### src/rtl/bill_accum_ctrl.sv
// -----------------------------------------------------------------------------
// bill_accum_ctrl
//   Sequencing controller for the 13-bit bill adder. Accepts line items
//   (unit price, quantity) over a valid/ready handshake and accumulates the
//   running bill with one adder_13bit addition per quantity unit. On request
//   the final amount is presented with a one-cycle total_valid pulse.
//
// Ports:
//   clk          rising-edge clock
//   rst          synchronous active-high reset
//   clear        synchronous abort, discards the current bill
//   item_valid   item offered
//   item_ready   controller can accept an item (decoded from state)
//   item_price   12-bit unsigned unit price
//   item_qty     QTY_W-bit unsigned quantity
//   bill_end     request to finalize the bill
//   busy         high while adding (decoded from state)
//   total        13-bit running / final total (registered)
//   total_valid  one-cycle pulse, total is the final bill
//   item_count   number of nonzero-quantity items, saturating
//   overflow     sticky, total exceeded 8191 during this bill
//
// Build option:
//   BILL_SATURATE_EN  when defined, a wrapped sum clamps the total to 8191;
//                     otherwise the total wraps modulo 8192.
// -----------------------------------------------------------------------------

// 13-bit + 12-bit adder without carry-out.
module adder_13bit (
   input  logic [12:0] a,
   input  logic [11:0] b,
   output logic [12:0] sum
);
   assign sum = a + 13'(b);
endmodule

module bill_accum_ctrl #(
   parameter int unsigned QTY_W = 4,
   parameter int unsigned CNT_W = 6
) (
   input  logic             clk,
   input  logic             rst,
   input  logic             clear,
   input  logic             item_valid,
   output logic             item_ready,
   input  logic [11:0]      item_price,
   input  logic [QTY_W-1:0] item_qty,
   input  logic             bill_end,
   output logic             busy,
   output logic [12:0]      total,
   output logic             total_valid,
   output logic [CNT_W-1:0] item_count,
   output logic             overflow
);

   localparam int unsigned TOT_W   = 13;
   localparam int unsigned PRICE_W = 12;

   typedef enum logic [1:0] {
      S_IDLE = 2'd0,
      S_ADD  = 2'd1,
      S_DONE = 2'd2
   } state_t;

   state_t             r_state;
   logic [TOT_W-1:0]   r_total;
   logic [PRICE_W-1:0] r_price;
   logic [QTY_W-1:0]   r_rem;
   logic [CNT_W-1:0]   r_count;
   logic               r_overflow;
   logic               r_total_valid;

   logic [TOT_W-1:0]   w_sum;
   logic               w_wrap;
   logic [TOT_W-1:0]   w_next_total;

   adder_13bit u_adder (
      .a   (r_total),
      .b   (r_price),
      .sum (w_sum)
   );

   // b never exceeds 4095, so a smaller sum can only mean the add wrapped.
   assign w_wrap = (w_sum < r_total);

`ifdef BILL_SATURATE_EN
   assign w_next_total = w_wrap ? {TOT_W{1'b1}} : w_sum;
`else
   assign w_next_total = w_sum;
`endif

   // Controller state, accumulator and handshake bookkeeping.
   always_ff @(posedge clk) begin
      if (rst || clear) begin
         r_state       <= S_IDLE;
         r_total       <= '0;
         r_price       <= '0;
         r_rem         <= '0;
         r_count       <= '0;
         r_overflow    <= 1'b0;
         r_total_valid <= 1'b0;
      end else begin
         r_total_valid <= 1'b0;
         case (r_state)
            S_IDLE: begin
               // A zero-quantity item is accepted and dropped; an item beats bill_end.
               if (item_valid) begin
                  if (item_qty != '0) begin
                     r_price <= item_price;
                     r_rem   <= item_qty;
                     if (r_count != {CNT_W{1'b1}}) begin
                        r_count <= r_count + CNT_W'(1);
                     end
                     r_state <= S_ADD;
                  end
               end else if (bill_end) begin
                  r_total_valid <= 1'b1;
                  r_state       <= S_DONE;
               end
            end

            S_ADD: begin
               r_total <= w_next_total;
               if (w_wrap) begin
                  r_overflow <= 1'b1;
               end
               r_rem <= r_rem - QTY_W'(1);
               if (r_rem == QTY_W'(1)) begin
                  r_state <= S_IDLE;
               end
            end

            S_DONE: begin
               r_total    <= '0;
               r_count    <= '0;
               r_overflow <= 1'b0;
               r_state    <= S_IDLE;
            end

            default: begin
               r_state <= S_IDLE;
            end
         endcase
      end
   end

   assign item_ready  = (r_state == S_IDLE);
   assign busy        = (r_state == S_ADD);
   assign total       = r_total;
   assign total_valid = r_total_valid;
   assign item_count  = r_count;
   assign overflow    = r_overflow;

endmodule

### config.mk
export PLATFORM = sky130hd
export DESIGN_NAME = bill_accum_ctrl
export DESIGN_NICKNAME = d
export VERILOG_FILES = /design/src/rtl/bill_accum_ctrl.sv
export SDC_FILE = /design/constraint.sdc
export NUM_CORES = 1
export LEC_CHECK = 0
export BUFFER_PORTS_ARGS = -buffer_cell sky130_fd_sc_hd__clkbuf_2
export CELL_PAD_IN_SITES_DETAIL_PLACEMENT = 2
export CELL_PAD_IN_SITES_GLOBAL_PLACEMENT = 2
export CORE_ASPECT_RATIO = 2
export CORE_MARGIN = 8
export CORE_UTILIZATION = 32
export CTS_CLUSTER_SIZE = 20
export DETAILED_ROUTE_END_ITERATION = 12
export GPL_TIMING_DRIVEN = 0
export PLACE_DENSITY_LB_ADDON = 0.12
export SLEW_MARGIN = 20
export SYNTH_ARGS = -nofsm -noshare
export SYNTH_HDL_FRONTEND = slang
export SYNTH_SLANG_ARGS = --single-unit
### constraint.sdc
create_clock -name clk -period 3.8 [get_ports clk]
set_input_delay 0.76 -clock clk [delete_from_list [all_inputs] [get_ports clk]]
set_output_delay 0.76 -clock clk [all_outputs]
set_load 0.01 [all_outputs]
==> metrics <==
crit end category register; final hold slack ~0.47 ns; ratio of final minimum period to clock period a little over nine tenths; Setup crit start kind register; Final Setup Violations 0; Cell Area, Synth roughly 0.0024 mm^2; Post-CTS Setup Repair Bufs 0; wire per inst between 15 and 20 um; largest net degree at the start of global routing 14; status finished clean; layout cells sized above 1 17.56%; Synth area leaders dfxtp_1 (32%), ha_1 (15%), a21oi_1 (7.2%); synthesis-to-layout area growth 20.95%; peak supply drop roughly 0.00024 V; Core Area about 0.0075 mm^2; Synth Instances 302; critical path fanouts, max 4; slowest stage cell on the critical path or4_1; HPWL after DPL between 6000 and 7000 um; Setup TNS 0 ns; clock-pin slew on the worst setup and hold paths 0.06 ns; chip height between 100 and 150 um; worst slew pin tran roughly 0.66 ns; antenna violations before repair 0; Tot Pwr 1.050 mW; Seq cells post-synth 39; Worst EP required 4.01 ns; htree depth 2; worst hold stages 2; Fmax between 200 and 300 MHz; Area after DPL between 0.002 and 0.003 mm^2; R2R cell count 12; leakage around 1.3 nW; DR pass1 iterations 4; Seq/Total Area, Yosys 32.20%; CTS buffer count 5; final net count a little over 400; syn avg cell area 8.029 um^2; minimum clock period approximately 3.6 ns; worst skew pair latency around 0.29 ns; Root Buffer clkbuf_16; Rows 45; clock sink count 39; Syn Nets between 300 and 400; TritonCTS clock tree yes; number of global-route vias before repair between 2000 and 3000; Critical Path Source total[0]; WHS Endpoint r_price[5]; initial DRC count 57; Placer Congestion just over 0.8; Post-Route WL approximately 8000 um; # DRC 0; Ports 44; Power Density roughly 360 mW/mm^2; Slew headroom between 50% and 60%; Setup CP Type reg2reg; CTS max path bufs 2; total number of vias between 2000 and 2500; max_cap viols 0; Post-synth EDFFs 0; Initial Util between 30% and 40%; worst min-delay path category reg2reg; Synth Warn # 0; total global-route track usage 15.28%; cell accounting for the most synthesized area dfxtp_1; total grt overflow 0; area of the die 0.01079 mm^2; Async SR Flop Fraction 0%; Most used DFF post-synth dfxtp_1; vias per cell 5.331; Reg2Reg Launch Point total[0]; Die X ~78 um; # port buffers between 40 and 50; CP Data Arrival Time about 3.8 ns; CP peak stage delay around 0.42 ns; final hold violation count 0; post-synth top area share between 30% and 40%; R2R setup slack between 0.2 and 0.25 ns; Layout fillers about 900; CP Cell Sequence ha_2, fa_2, a211oi_2, nor3_1, nor2_1, xnor2_1, ha_1, and4_1, a221o_1, a211o_1, or4_1, a31oi_1; post-synth cell types 48; Design Area, Final about 0.003 mm^2; unrepaired setup endpoints after global routing no; Antenna Nets Post-Route 0; r2r endpoint overflow; first-pass GRT wire length about 13000 um; antenna cells 0; critical hold path startpoint r_price[5]; Worst Skew about 0.0073 ns; Pins Over Slew Limit 0
-- metal layers --
metal  vias to the layer above  part of all wire [%]  global-route usage, %
li1                       1156                     -                      -
met1                      1174                    39                  15.46
met2                        39                    55                  28.44
met3                        14                   3.2                  3.312
met4                         0                   3.0                  6.814
met5                         -                     0                      0
-- kinds of logic after synthesis --
family	share of synthesized area, %
and+or+nand+nor	18.58
DFF	32.20
xor gates and xnor gates	4.696
muxes	0.4644
AOI/OAI and AO/OA	23.74
buffers and inverters	4.541
adders and majority gates	15.79
-- cell type report --
cell class	count	area [um^2]	area share (%)
multi-input combinational	234	1540	52.52
sequential	39	780.7	26.62
timing repair buffer	43	215.2	7.338
clock buffer	5	125.1	4.266
tap	94	117.6	4.010
inverter	19	71.32	2.432
clock inverter	3	43.79	1.493
buffer	10	38.79	1.323
-- registers in the layout, summed over array words and instances, names as in the netlist --
name	flops
r_state	2
total	13
total_valid	1
overflow	1
item_count	6
r_rem	4
r_price	12
-- Yosys cell counts (all sizes together) (2+ instances only) --
library cell and n:
o211ai 3, or2 3, nand4 2, o21a 2, and2 2, dfxtp 39, a21o 7, or3 2
o21bai 2, ha 29, nand3 5, a31o 3, a2bb2oi 8, a31oi 2, nand2 42, a211oi 3
nor2 29, xor2 5, and3 2, nor3 4, clkbuf 9, a21oi 35, nand3b 2, nand2b 2
inv 19, nor2b 3, xnor2 8, o21ai 14
-- critical path: cells and delay by family, from the launching register on --
family          cells  cell delay, ns
compound gates      4            1.14
simple gates        4            0.95
xor+xnor            1            0.17
fa+ha+maj           3            0.90
flops               1            0.34
-- what timing repair did --
item | in CTS | in global routing
hold buffers | 0 | 0
endpoints found under the setup margin | 0 | 1
resized for setup | 0 | 4
-- cells in the final DEF, fill, tap and decap left out, types with 2 or more instances in the layout --
cell type	synthesis	routed
nor2_1	29	29
nand3b_1	2	2
a2bb2oi_1	8	8
nor3_1	4	4
o21a_1	2	2
a21o_1	6	6
inv_1	19	19
ha_1	29	28
clkbuf_2	0	43
xor2_1	5	5
nand2_1	42	42
or3_1	2	2
dfxtp_1	39	39
nand4_1	2	2
o21ai_0	14	13
o21bai_1	2	2
a211oi_1	2	2
clkbuf_1	9	9
or2_2	2	2
nand3_1	5	5
a31oi_1	2	2
o211ai_1	3	3
a31o_2	3	3
and3_1	2	2
a21oi_1	35	35
nor2b_1	3	3
clkbuf_16	0	5
nand2b_1	2	2
xnor2_1	8	8
-- how the worst max path moves through the flow --
stage	to	slack [ns]	cells after the start
2_1_floorplan	overflow	0.55	12
3_3_place_gp	overflow	0.24	12
3_5_place_dp	overflow	0.12	12
4_1_cts	overflow	0.08	12
5_1_grt	overflow	0.006	12
6_report	overflow	0.22	12
-- where the power goes --
| group | switching (mW) | internal, mW | total, mW |
|---|---|---|---|
| Sequential | 0.00645 | 0.417 | 0.424 |
| Combinational | 0.0859 | 0.0530 | 0.139 |
| Clock | 0.177 | 0.310 | 0.487 |
-- metrics by stage --
step                      instances  util [%]  setup WS, ns
final                           447     39.16        0.2151
after detailed placement        439     36.83        0.1237
after global routing            447     39.16      0.006430
after global placement          439     36.83        0.2351
after CTS                       447     39.08       0.07850
after floorplan                 302         -        0.5460
Power figures use the tool's default switching activity.
